===== config.mk =====
export PLATFORM = sky130hd
export DESIGN_NAME = wr_chan_sched
export DESIGN_NICKNAME = d
export VERILOG_FILES = /design/src/rtl/wr_chan_sched.sv
export SDC_FILE = /design/constraint.sdc
export NUM_CORES = 1
export LEC_CHECK = 0
export ABC_AREA = 1
export BUFFER_PORTS_ARGS = -buffer_cell sky130_fd_sc_hd__buf_4
export CORE_AREA = 2 2 215 217
export CTS_BUF_LIST = sky130_fd_sc_hd__clkbuf_4 sky130_fd_sc_hd__clkbuf_8
export DETAILED_ROUTE_END_ITERATION = 10
export DIE_AREA = 0 0 217 219
export GPL_ROUTABILITY_DRIVEN = 1
export PLACE_DENSITY = 0.41
export SLEW_MARGIN = 10
export SYNTH_ARGS = -nofsm -noshare
export SYNTH_HDL_FRONTEND = slang
export SYNTH_SLANG_ARGS = --single-unit
export TNS_END_PERCENT = 1

===== constraint.sdc =====
create_clock -name clk -period 4.1 [get_ports clk]
set_input_delay 0.82 -clock clk [delete_from_list [all_inputs] [get_ports clk]]
set_output_delay 0.82 -clock clk [all_outputs]
set_load 0.05 [all_outputs]

===== src/rtl/wr_chan_sched.sv =====
// wr_chan_sched: AXI write-channel scheduler for two burst requesters.
// Arbitrates round-robin between two 4-beat x 32-bit (128-bit) write bursts.
// It issues AW, starts the write-data manager, then waits for the B response
// and reports completion to the granted requester. Only one transaction is
// in flight at a time.
//
// Ports:
//   clk, rst_n            clock, async active-low reset
//   rqN_req/addr/wdata    requester N burst request (held until rqN_ack)
//   rqN_ack               1-cycle pulse when the request is latched
//   rqN_done/err          1-cycle completion pulse; err qualifies done
//   awvalid/awready/awid/awaddr/awlen   AXI AW channel (awlen fixed at 3)
//   next_rq/next_id/next_addr/in_wdata  write-data manager launch interface
//   finish_wd             data manager: last beat accepted
//   bvalid/bready/bid/bresp             AXI B channel
module wr_chan_sched #(
  parameter logic [3:0]  ID_BASE   = 4'd0,
  parameter logic [15:0] B_TIMEOUT = 16'd1023
) (
  input  logic         clk,
  input  logic         rst_n,
  input  logic         rq0_req,
  input  logic [31:0]  rq0_addr,
  input  logic [127:0] rq0_wdata,
  output logic         rq0_ack,
  output logic         rq0_done,
  output logic         rq0_err,
  input  logic         rq1_req,
  input  logic [31:0]  rq1_addr,
  input  logic [127:0] rq1_wdata,
  output logic         rq1_ack,
  output logic         rq1_done,
  output logic         rq1_err,
  output logic         awvalid,
  input  logic         awready,
  output logic [3:0]   awid,
  output logic [31:0]  awaddr,
  output logic [7:0]   awlen,
  output logic         next_rq,
  output logic [3:0]   next_id,
  output logic [31:0]  next_addr,
  output logic [127:0] in_wdata,
  input  logic         finish_wd,
  input  logic         bvalid,
  output logic         bready,
  input  logic [3:0]   bid,
  input  logic [1:0]   bresp
);

  typedef enum logic [1:0] {S_IDLE, S_AW, S_WD, S_BR} state_t;

  typedef struct packed {
    logic         sel;
    logic [3:0]   id;
    logic [31:0]  addr;
    logic [127:0] wdata;
  } wr_req_t;

  state_t                 state, state_nxt;
  wr_req_t                cur;
  logic                   last_gnt, wd_first;
  logic [15:0]            b_cnt;
  logic [1:0]             req, ack, done;
  logic [1:0][31:0]       req_addr;
  logic [1:0][127:0]      req_wdata;
  logic                   gnt_sel, grant, b_tmo, b_end, b_err;

  assign req       = {rq1_req, rq0_req};
  assign req_addr  = {rq1_addr, rq0_addr};
  assign req_wdata = {rq1_wdata, rq0_wdata};
  assign awlen     = 8'd3;

  always_comb begin
    state_nxt = state;
    // on a tie the requester not granted last wins
    gnt_sel   = (&req) ? ~last_gnt : req[1];
    grant     = 1'b0;
    ack       = '0;
    done      = '0;
    b_tmo     = 1'b0;
    b_end     = 1'b0;
    b_err     = 1'b0;
    awvalid   = 1'b0;
    awid      = '0;
    awaddr    = '0;
    next_rq   = 1'b0;
    next_id   = '0;
    next_addr = '0;
    in_wdata  = '0;
    bready    = 1'b0;
    case (state)
      S_IDLE: begin
        // ack is combinational; qualifying with rst_n keeps it low during reset
        if (rst_n && (|req)) begin
          grant        = 1'b1;
          ack[gnt_sel] = 1'b1;
          state_nxt    = S_AW;
        end
      end
      S_AW: begin
        awvalid = 1'b1;
        awid    = cur.id;
        awaddr  = cur.addr;
        if (awready) state_nxt = S_WD;
      end
      S_WD: begin
        next_rq   = wd_first;
        next_id   = cur.id;
        next_addr = cur.addr;
        in_wdata  = cur.wdata;
        if (finish_wd) state_nxt = S_BR;
      end
      S_BR: begin
        bready    = 1'b1;
        next_id   = cur.id;
        next_addr = cur.addr;
        in_wdata  = cur.wdata;
        b_tmo     = !bvalid && (b_cnt == B_TIMEOUT);
        b_end     = bvalid || b_tmo;
        // a response for some other ID is treated as an error completion
        b_err     = b_tmo || bresp[1] || (bid != cur.id);
        if (b_end) begin
          done[cur.sel] = 1'b1;
          state_nxt     = S_IDLE;
        end
      end
      default: state_nxt = S_IDLE;
    endcase
  end

  assign rq0_ack  = ack[0];
  assign rq1_ack  = ack[1];
  assign rq0_done = done[0];
  assign rq1_done = done[1];
  assign rq0_err  = done[0] & b_err;
  assign rq1_err  = done[1] & b_err;

  always_ff @(posedge clk or negedge rst_n) begin
    if (!rst_n) begin
      state    <= S_IDLE;
      cur      <= '0;
      last_gnt <= 1'b1;
      wd_first <= 1'b0;
      b_cnt    <= '0;
    end else begin
      state    <= state_nxt;
      // marks the first S_WD cycle so next_rq is a single pulse
      wd_first <= (state == S_AW) && awready;
      // held at zero outside S_BR so it starts from 0 on entry
      b_cnt    <= (state == S_BR) ? b_cnt + 16'd1 : '0;
      if (grant) begin
        last_gnt  <= gnt_sel;
        cur.sel   <= gnt_sel;
        cur.id    <= ID_BASE + {3'b000, gnt_sel};
        cur.addr  <= req_addr[gnt_sel];
        cur.wdata <= req_wdata[gnt_sel];
      end
    end
  end

endmodule


**Word level (Yosys, flattened, before mapping)**

Cells that the tools add are included.

- Bits in registers: 181
- Bits of input ports: 333
- Output and inout bits: 217
- Word-level logic and storage cells: 68

- $add $sub $neg: 1
- Magnitude comparators: 4
- Equality and inequality tests: 9
- Multiplexer cells: 30
- Bitwise gates (word level): 3
- Reductions and logical operators: 14

Operator list:

| operator | number |
|---|---|
| $mux 128 | 3 |
| $mux 32 | 4 |
| $add 16x1->16 const B | 1 |
| $eq 16x10->1 const B | 1 |
| $mux 16 | 1 |
| $mux 2 | 8 |
| $mux 1 | 11 |
| $ne 2x2->1 const B | 4 |
| $pmux 2 s4 | 1 |
| $logic_and 1x1->1 | 5 |
| $eq 2x2->1 const B | 2 |
| $lt 1x2->1 const B | 2 |
| $ne 4x1->1 | 1 |
| $reduce_and 4->1 | 1 |
| $reduce_or 2->1 | 2 |
| $logic_or 1x1->1 | 3 |
| $and 1x1->1 | 2 |
| $demux 1 s1 | 2 |
| $eq 2x1->1 const B | 1 |
| $ge 1x1->1 const B | 2 |
| $logic_not 2->1 | 1 |
| $reduce_and 2->1 | 1 |
| $logic_not 1->1 | 1 |
| $not 1->1 | 1 |

**Logic depth before layout (Yosys ltp)**

Gate-level depths: netlist (run 1).

- Word-level depth: 8
- Depth in mapped cells: 10
- Depth with buffers taken out: 9

**Least setup slack after synthesis (run 1)**

OpenSTA, ideal clock, no wires.

- Kind: reg-to-output
- Start: register state[0]
- End: output port in_wdata[100]
- Data arrival time: 2.263 ns
- Required time: 3.280 ns
- Path slack: 1.017 ns
- Stages on the path, launching flop included: 7
- Buffers on the path: 3
- Cells stage by stage: dfrtp_1 > ha_1 > clkbuf_1 > nor2_1 > clkbuf_1 > buf_2 > nor2_1

- Word-level cells in the longest chain between the ends: 3
- Elaborated cells between the ends (all ways): 4
- Classes of those cells: 2 x eq/ne; 1 x mux; 1 x reduce/logical

Ends and longest elaborated chain:

| item | RTL line | text |
|---|---|---|
| from (decl) | 59 | `state_t state, state_nxt;` |
| from (signal assigned) | 146 | `state <= state_nxt;` |
| $eq 2x2->1 | 91 | `case (state)` |
| $reduce_or 2->1 (no source line) (*) | n/a |  |
| $mux 128 (*) | 91 |  |
| to (decl) | 42 | `output logic [127:0] in_wdata,` |

Every way passes the cells marked *; elsewhere a longest branch is shown, timed or not.

**Worst setup path in the final report (run 1)**

- Start: register state[1]
- End: output port in_wdata[57]

Same word-level chain as after synthesis.

==> metrics.yaml, run 1 <==
ctsHoldBuffers: 0
p_seq_share_pct: 24.4
cap_violations: 0
period_needed_ns: 3.332
place_congestion: 0.7791
nets: 2115
area.growth.synth_to_final_pct: 50.19
p_int_mw: 5.285
grt_remaining_overflow: 0
cp.required_ns: 3.28
rsz0062_at_grt: "false"
hold_viol_final: 0
synthTopCellsByCount: "395 x nand2_1, 224 x inv_1, 189 x nor2_1, 180 x dfrtp_1, 160 x o211ai_1"
setup_ws_ns: 0.7675
grt_max_degree: 162
finalClockSkew_ns: 0.01597
peakVddDrop_mv: 0.6069
port_buffers: 534
async_flop_share_pct: 100.0
drv_slew: 0
detailedPlace.worstSlack_ns: 1.340
yosysTopAreaCellShare_pct: 46.82
start_util_pct: 21.34
clk_path_buf_depth: 2
pwr-share-clk_pct: 11.1
chipHeight_um: 219
yosys.area_share.simple_pct: 24.48
critPathKind: "reg2out"
synth.area.mux_share_pct: 0
min_period_over_period_pct: 81.28
worst_skew_pair.late_latency_ns: 0.49
critPathArrivalTime_ns: 2.51
slew_headroom_pct: 38.21
hold_path.class: "reg2reg"
r2r_setup_slack_ns: 1.77
status: "finished clean"
synth_compound_area_share_pct: 13.32
finalSetupViolCount: 0
clkTransAtPathRegs_ns: 0.10
synth_fa_ha_area_share_pct: 0.7803
stdcell_count: 2389
cts_tree: "done"
routed_wl_mm: 40.08
synth-seq-area-share_pct: 47.09
ys_types: 29
ys.flop_type: "dfrtp_1"
leakagePower_nw: 7.376
dpl_cell_area_um2: 14060
syn_inst: 1290
numCtsBuffers: 17
post-synth-top-count-cell: "nand2_1"
pin_count: 550
switching_power_mw: 6.249
grt_usage_pct: 16.47
die_w_um: 217
end_kind: "output port"
synth_top_family_by_area: "simple AND/OR/NAND/NOR gates"
finalSetupTns_ns: 0
drcViolationCount: 0
post_drt_wl_per_cell_um: 16.78
cts_resized: 0
drtIter0Drc: 431
drive_gt1_share_pct: 32.55
synthTopCellsByArea: "dfrtp_1 47%, nand2_1 15%, o211ai_1 12%, inv_1 8.7%, nor2_1 7.4%"
vias: 9853
fmax_ghz: 0.3001
routed_via_density: 4.124
tightest_slew_ns: 0.9269
synth_xor_area_share_pct: 0.1821
cts_max_level: 4
first_global_vias: 9954
postSynthAreaPerCell_um2: 7.458
crit_fanout: 84
first_pass_iters: 4
syn-cell-area_um2: 9620
antenna_found_initial: 2
root_buffer: "clkbuf_8"
core_area_um2: 45090
numClockSinks: 181
start_kind: "flop"
postCtsSetupBuffers: 0
hpwl_mm: 27.93
combPwrFrac_pct: 64.5
pwr_density_cell_nw_per_um2: 798.2
design_area_um2: 14450
synth-seq-cells: 181
dp_cells: 2357
power.switching_fraction_pct: 54.18
ant_nets: 0
synth_top_area_cell: "dfrtp_1"
synth_edf_count: 0
synth_warnings: 0
dieArea_um2: 47520
rows: 78
grt_pass1_wl_mm: 60.13
==> power by group through the flow <==
stage	registers [mW]	logic, mW	clock network (mW)
2_1_floorplan	2.79	5.18	0
3_3_place_gp	2.85	7.54	0
3_5_place_dp	2.85	7.54	0
4_1_cts	2.82	7.56	1.37
5_1_grt	2.90	7.94	1.42
6_report	2.81	7.44	1.28
==> critical path: stages (launching register included) <==
cell     delay [ns]
dfrtp_1        0.41
ha_1           0.69
nor2_4         0.09
buf_12         0.23
nor2_1         0.26
buf_4          0.25
==> worst paths after layout <==
path                          start           end  depth (start not counted)
setup / recovery           state[1]  in_wdata[57]                          5
hold / removal             b_cnt[0]      b_cnt[0]                          1
setup reg to reg           state[1]      cur[109]                          9
hold reg to reg            b_cnt[0]      b_cnt[0]                          1
max in group asynchronous     rst_n      cur[115]                          3
min in group asynchronous     rst_n      state[1]                          2
==> layout make-up <==
type	count	area (um2)
clock buffer	21	276.5
multi-input combinational	807	3789
sequential	181	4531
clock inverter	10	106.4
inverter	226	848.3
antenna	1	2.502
fill	4984	30640
tap	600	750.7
timing repair buffer	543	4145
==> per-layer routing <==
layer / share of wire (%) / wire, um / track usage, % / vias up
met2: 50 / 19990 / 28.10 / 283
met4: 1.7 / 687 / 4.909 / 2
met3: 6.9 / 2767 / 4.740 / 29
met5: 0.042 / 17 / 0 / -
met1: 41 / 16620 / 20.08 / 4635
li1: - / - / - / 4904
==> state kept, by name, indices dropped and copies added (netlist names) <==
signal    flops
last_gnt      1
b_cnt        16
wd_first      1
state         2
cur         161
==> stage by stage <==
step	utilization, %	power (mW)	hold slack [ns]
global route	32.05	12.27	0.4980
global placement	31.19	10.39	0.4558
CTS	32.04	11.75	0.4681
detailed placement	31.19	10.38	0.4543
finish	32.05	11.53	0.4645
floorplan	-	7.970	0.4323
==> kinds of logic after synthesis <==
logic type / after synthesis
AOI/OAI and AO/OA: 175
xor gates and xnor gates: 2
adders and majority gates: 6
buffers and inverters: 314
DFF: 181
other: 2
and+or+nand+nor: 610
==> cells in the final DEF (no fill, tap or decap), types with 3 or more instances in the layout <==
cell | netlist | routed
a21oi_1 | 7 | 7
ha_1 | 6 | 6
o211ai_1 | 160 | 160
nor2_1 | 189 | 188
nand2_1 | 395 | 395
nor2_4 | 2 | 3
nand3_1 | 13 | 13
dfrtp_1 | 180 | 180
clkinv_2 | 0 | 6
nor3_1 | 6 | 6
clkbuf_8 | 0 | 20
buf_4 | 17 | 537
inv_1 | 224 | 224
conb_1 | 2 | 14
buf_12 | 0 | 5
o21ai_0 | 4 | 4
Note: power is estimated with default switching activity, not from simulation.
==> run 2, diff against run 1 <==
--- a/config.mk
+++ b/config.mk
@@ -5,14 +5,14 @@
 export SDC_FILE = /design/constraint.sdc
 export NUM_CORES = 1
 export LEC_CHECK = 0
-export ABC_AREA = 1
+export ABC_AREA = 0
 export BUFFER_PORTS_ARGS = -buffer_cell sky130_fd_sc_hd__buf_4
-export CORE_AREA = 2 2 215 217
+export CORE_AREA = 2 2 212 214
 export CTS_BUF_LIST = sky130_fd_sc_hd__clkbuf_4 sky130_fd_sc_hd__clkbuf_8
 export DETAILED_ROUTE_END_ITERATION = 10
-export DIE_AREA = 0 0 217 219
+export DIE_AREA = 0 0 214 216
 export GPL_ROUTABILITY_DRIVEN = 1
-export PLACE_DENSITY = 0.41
+export PLACE_DENSITY = 0.42
 export SLEW_MARGIN = 10
 export SYNTH_ARGS = -nofsm -noshare
 export SYNTH_HDL_FRONTEND = slang
==> constraint.sdc (replaced) <==
create_clock -name clk -period 3.2 [get_ports clk]
set_input_delay 0.64 -clock clk [delete_from_list [all_inputs] [get_ports clk]]
set_output_delay 0.64 -clock clk [all_outputs]
set_load 0.05 [all_outputs]
==> metrics.yaml, run 2 <==
dieArea_um2: 46220  # -2.7%
p_seq_share_pct: 25.4  # +1.0 points
antenna_found_initial: 1  # -1
ant_nets: 0  # unchanged
switching_power_mw: 7.779  # +24%
port_buffers: 534  # unchanged
worst_skew_pair.late_latency_ns: 0.48  # about the same
r2r-start: "state[1]"
p_int_mw: 6.821  # +29%
pwr-share-clk_pct: 11.0  # about the same
power_mw: 14.60  # +27%
first_pass_iters: 4  # unchanged
synthTopCellsByCount: "180 x dfrtp_1, 164 x nand2_1, 164 x o21ai_0, 161 x mux2i_1, 161 x nor2b_1"
post-synth-top-count-cell: "dfrtp_1"
cp-startpoint: "b_cnt[0]"
cts_max_level: 4  # unchanged
syn_inst: 1036  # -20%
min_from: "awready"
synth_edf_count: 0  # unchanged
hold_viol_final: 0  # unchanged
synth-seq-area-share_pct: 46.27  # -0.82 points
ys.flop_type: "dfrtp_1"
grt_max_degree: 94  # -42%
stdcell_count: 2135  # -11%
status: "finished clean"
hpwl_mm: 27.18  # -2.7%
drive_gt1_share_pct: 38.46  # +5.9 points
nets: 1869  # -12%
synthTopCellsByArea: "dfrtp_1 46%, mux2i_1 16%, nor2b_1 10%, o21ai_0 8.4%, nand2_1 6.3%"
synth-seq-cells: 181  # unchanged
slew_headroom_pct: 41.23  # +3.0 points
power.switching_fraction_pct: 53.28  # -0.90 points
first_global_vias: 8873  # -11%
chipHeight_um: 216  # -1.4%
clk_path_buf_depth: 2  # unchanged
cts_tree: "done"
final_cell_mix: "541 x buf_4, 180 x dfrtp_1, 164 x o21ai_0, 163 x nand2_1"
crit_fanout: 6  # -93%
die_w_um: 214  # -1.4%
synth_warnings: 0  # unchanged
drtIter0Drc: 298  # -31%
fmax_ghz: 0.3309
area.growth.synth_to_final_pct: 51.37
postCtsSetupBuffers: 0  # unchanged
hold_path.class: "in2reg"
grt_usage_pct: 15.21  # -1.3 points
core_area_um2: 43840  # -2.8%
numCtsBuffers: 17  # unchanged
cp.required_ns: 2.56  # -0.72 ns
drcViolationCount: 0  # unchanged
routed_via_density: 4.072  # -1.3%
ys_types: 37  # +28%
finalSetupViolCount: 0  # unchanged
leakagePower_nw: 7.694  # +4.3%
place_congestion: 0.7938  # +1.9%
finalClockSkew_ns: 0.009449  # -0.006522 ns
critPathKind: "reg2out"
async_flop_share_pct: 100.0  # unchanged
regMostFlops: "cur"
pin_count: 550  # unchanged
nFillCells: 4588  # -7.9%
syn-cell-area_um2: 9792  # +1.8%
end_kind: "output port"
cap_violations: 0  # unchanged
final_common_cell: "buf_4"
grt_remaining_overflow: 0  # unchanged
peakVddDrop_mv: 0.4697  # -23%
start_kind: "flop"
grt_pass1_wl_mm: 53.82  # -10%
drv_slew: 0  # unchanged
start_util_pct: 22.34  # +1.0 points
synth_top_area_cell: "dfrtp_1"
postSynthAreaPerCell_um2: 9.452  # +27%
yosysTopAreaCellShare_pct: 46.00  # -0.82 points
largest_reg_flops: 161  # unchanged
top_regs: "cur x161, b_cnt x16, state x2"
fin_hold_ws_ns: 0.3889  # -0.07563 ns
vias: 8694  # -12%
root_buffer: "clkbuf_8"
min_period_over_period_pct: 94.44
critPathArrivalTime_ns: 2.38  # -0.13 ns
finalSetupTns_ns: 0  # unchanged
rows: 77  # -1.3%
tightest_slew_ns: 0.8816  # -0.04527 ns
r2r_setup_slack_ns: 1.20  # -0.57 ns
pwr_density_cell_nw_per_um2: 985.0  # +23%
dp_cells: 2102  # -11%
post_drt_wl_per_cell_um: 16.67  # -0.63%
period_needed_ns: 3.022
clkTransAtPathRegs_ns: 0.09  # about the same
numClockSinks: 181  # unchanged
routed_wl_mm: 35.60  # -11%
combPwrFrac_pct: 63.6  # -0.9 points
==> run 2: what timing repair did <==
action / CTS / global route
hold buffers: 1 / 0
resized for setup: 0 / 1
endpoints found under the hold margin: 1 / 0
endpoints found under the setup margin: 0 / 2
==> run 2: cells by family after synthesis <==
logic type	Yosys count	synth area share, %
compound gates	178	9.481
xor+xnor	10	0.8945
fa+ha+maj	6	0.7667
buf+inv	96	4.753
flops	181	46.27
mux	162	16.57
other cells	2	0.07670
simple gates	401	21.19
==> run 2: critical path: stages, from the launching register on <==
cell and delay [ns]:
dfrtp_1 0.38, ha_2 0.28, and4bb_2 0.23, and4b_1 0.26, o21ai_0 0.18, a311oi_1 0.32
buf_4 0.25
==> run 2: through the flow <==
step | util [%] | setup WS, ns | instance area (um2)
CTS | 33.80 | 0.006942 | 14820
finish | 33.81 | 0.1781 | 14820
floorplan | - | 0.03217 | 9837
detailed placement | 32.89 | 0.5884 | 14420
global route | 33.81 | -0.003551 | 14820
global placement | 32.89 | 0.5989 | 14420
==> run 2: path summary, 6_finish.rpt <==
path	endpoint	cells past startpoint
worst min register to register	b_cnt[0]	1
min in group asynchronous	cur[128]	2
max in group asynchronous	cur[40]	3
worst min-delay path	wd_first	2
worst max register to register	cur[57]	6
worst max-delay path	rq0_err	6
==> run 2: cell type report <==
class | count | area, um2 | share of cell area [%]
multi-input combinational | 771 | 4867 | 32.84
antenna | 1 | 2.502 | 0.01688
clock buffer | 20 | 262.8 | 1.773
timing repair buffer | 552 | 4265 | 28.78
sequential | 181 | 4531 | 30.57
inverter | 7 | 26.28 | 0.1773
clock inverter | 11 | 126.4 | 0.8526
tap | 592 | 740.7 | 4.997
==> run 2: power groups by stage <==
stage / clock network, mW / logic, mW / registers [mW]
after floorplan: 0 / 6.40 / 3.60
after global placement: 0 / 9.45 / 3.72
after detailed placement: 0 / 9.46 / 3.76
after CTS: 1.71 / 9.46 / 3.72
after global routing: 1.80 / 9.91 / 3.85
final: 1.61 / 9.28 / 3.71
==> run 2: per-layer routing <==
metal / wire length (um) / track usage [%] / part of all wire [%]
met3: 2257 / 4.383 / 6.3
met4: 597 / 3.986 / 1.7
met1: 14450 / 18.22 / 41
met5: 0 / 0 / 0
met2: 18290 / 26.60 / 51
==> run 3, diff against run 2 <==
--- a/config.mk
+++ b/config.mk
@@ -13,6 +13,7 @@
 export DIE_AREA = 0 0 214 216
 export GPL_ROUTABILITY_DRIVEN = 1
 export PLACE_DENSITY = 0.42
+export SETUP_SLACK_MARGIN = 0.4
 export SLEW_MARGIN = 10
 export SYNTH_ARGS = -nofsm -noshare
 export SYNTH_HDL_FRONTEND = slang
==> metrics.yaml, run 3 (synthesis gave the netlist of run 2 again) <==
cts_tree: "done"
first_global_vias: 8932  # +0.66%
status: "finished clean"
cp_slowest_cell: "dfrtp_1"
die_w_um: 214  # unchanged
crit_fanout: 41  # +35
peakVddDrop_mv: 0.4242  # -9.7%
final_common_cell: "buf_4"
pin_count: 550  # unchanged
area.growth.synth_to_final_pct: 53.65
nFillCells: 4566  # -0.48%
first_pass_iters: 4  # unchanged
grt_usage_pct: 15.58  # +0.38 points
cap_violations: 0  # unchanged
grt_max_degree: 94  # unchanged
core_area_um2: 43840  # unchanged
port_buffers: 534  # unchanged
crit_chain: "inv_2 > ha_4 > nor2_4 > buf_12 > bufbuf_16 > nor2b_1 > buf_6"
clkTransAtPathRegs_ns: 0.09  # about the same
grt_pass1_wl_mm: 54.83  # +1.9%
drtIter0Drc: 310  # +4.0%
critPathArrivalTime_ns: 2.09  # -0.29 ns
p_int_mw: 7.080  # +3.8%
clk_path_buf_depth: 2  # unchanged
max_stage_delay_ns: 0.44  # +0.06 ns
leakagePower_nw: 7.780  # +1.1%
finalSetupTns_ns: 0  # unchanged
slew_headroom_pct: 29.13  # -12 points
numClockSinks: 181  # unchanged
critPathKind: "reg2out"
dieArea_um2: 46220  # unchanged
grt_remaining_overflow: 0  # unchanged
routed_via_density: 4.094  # +0.53%
chipHeight_um: 216  # unchanged
pwr-share-clk_pct: 10.7  # -0.3 points
drcViolationCount: 0  # unchanged
path_buf_inv: 4  # +3
finalClockSkew_ns: 0.01005  # +0.0005972 ns
min_period_over_period_pct: 85.34  # -9.1 points
hpwl_mm: 27.18  # unchanged
final_cell_mix: "536 x buf_4, 179 x dfrtp_1, 163 x nand2_1, 163 x o21ai_0, 161 x mux2i_1"
pwr_density_cell_nw_per_um2: 996.1  # +1.1%
root_buffer: "clkbuf_8"
rows: 77  # unchanged
post_drt_wl_per_cell_um: 17.04  # +2.2%
period_needed_ns: 2.731  # -0.2911 ns
nets: 1877  # +0.43%
dpl_cell_area_um2: 14420  # unchanged
antenna_found_initial: 1  # unchanged
start_util_pct: 22.34  # unchanged
fmax_ghz: 0.3662  # +11%
cp.required_ns: 2.56  # about the same
hold_path.class: "in2reg"
ant_nets: 0  # unchanged
drv_slew: 0  # unchanged
switching_power_mw: 7.907  # +1.7%
hold_viol_final: 0  # unchanged
p_seq_share_pct: 24.9  # -0.5 points
numCtsBuffers: 17  # unchanged
design_area_um2: 15050  # +1.5%
place_congestion: 0.7938  # unchanged
regMostFlops: "cur"
tightest_slew_ns: 1.060  # +0.1779 ns
rsz0062_at_grt: "true"
start_kind: "flop"
largest_reg_flops: 161  # unchanged
combPwrFrac_pct: 64.4  # +0.8 points
finalSetupViolCount: 0  # unchanged
drive_gt1_share_pct: 39.29  # +0.83 points
power.switching_fraction_pct: 52.76  # -0.52 points
worst_skew_pair.late_latency_ns: 0.48  # about the same
routed_wl_mm: 36.51  # +2.6%
end_kind: "output port"
top_regs: "cur x161, b_cnt x16, state x2"
cp_top_family: "buffers and inverters"
vias: 8773  # +0.91%
r2r_setup_slack_ns: 1.10  # -0.10 ns
cts_max_level: 4  # unchanged
-- run 3: cell types whose count changed in the layout (fill, tap and decap cells not counted), sizes merged --
cell	before	now
buf	550	554
dlygate4sd3	1	3
bufbuf	0	2
-- run 3: final cells by class --
type / count / area (um2) / area share (%)
multi-input combinational: 771 / 4925 / 32.73
sequential: 181 / 4532 / 30.12
timing repair buffer: 560 / 4431 / 29.45
tap: 592 / 740.7 / 4.923
clock buffer: 20 / 262.8 / 1.746
clock inverter: 11 / 126.4 / 0.8399
inverter: 7 / 26.28 / 0.1746
antenna: 1 / 2.502 / 0.01663
-- run 3: what timing repair did --
item                       CTS  global route
hold buffers                 3             0
setup endpoints to repair  163           119
gates resized for setup     14            10
hold endpoints to repair     1             0
pin swaps                    4             1
setup buffers                4             0
cloned                       2             0
-- run 3: metrics by stage --
stage          total power, mW  cells  worst slack [ns]  hold WS, ns  util, %
2_1_floorplan            10.00   1048           0.03217       0.3444        -
6_report                 14.99   2143            0.4692       0.3908    34.32
5_1_grt                  15.95   2143            0.3216       0.3490    34.32
3_5_place_dp             13.21   2102            0.5884       0.4374    32.89
3_3_place_gp             13.18   2102            0.5989       0.4327    32.89
4_1_cts                  15.23   2142            0.3842       0.3280    34.24
-- run 3: final timing paths --
path                                from           end  cells past startpoint
worst max-delay path            state[0]  next_addr[6]                      7
worst min-delay path             awready      wd_first                      2
worst max register to register  state[1]       cur[57]                      6
worst min register to register   cur[34]       cur[34]                      2
max in group asynchronous          rst_n      cur[137]                      3
min in group asynchronous          rst_n      cur[160]                      2
-- run 3: per-layer routing --
metal  global-route usage [%]  vias up  part of all wire, %
met5                        0        -                    0
met4                    3.986        0                  1.6
met3                    4.369       25                  5.7
met2                    27.21      260                   51
met1                    18.83     4061                   41
li1                         -     4427                    -
-- run 3: power by group through the flow --
| stage | sequential [mW] | clock, mW | combinational [mW] |
|---|---|---|---|
| after floorplan | 3.60 | 0 | 6.40 |
| after global placement | 3.72 | 0 | 9.45 |
| after detailed placement | 3.76 | 0 | 9.46 |
| after CTS | 3.73 | 1.71 | 9.79 |
| after global routing | 3.87 | 1.80 | 10.3 |
| final | 3.72 | 1.61 | 9.66 |
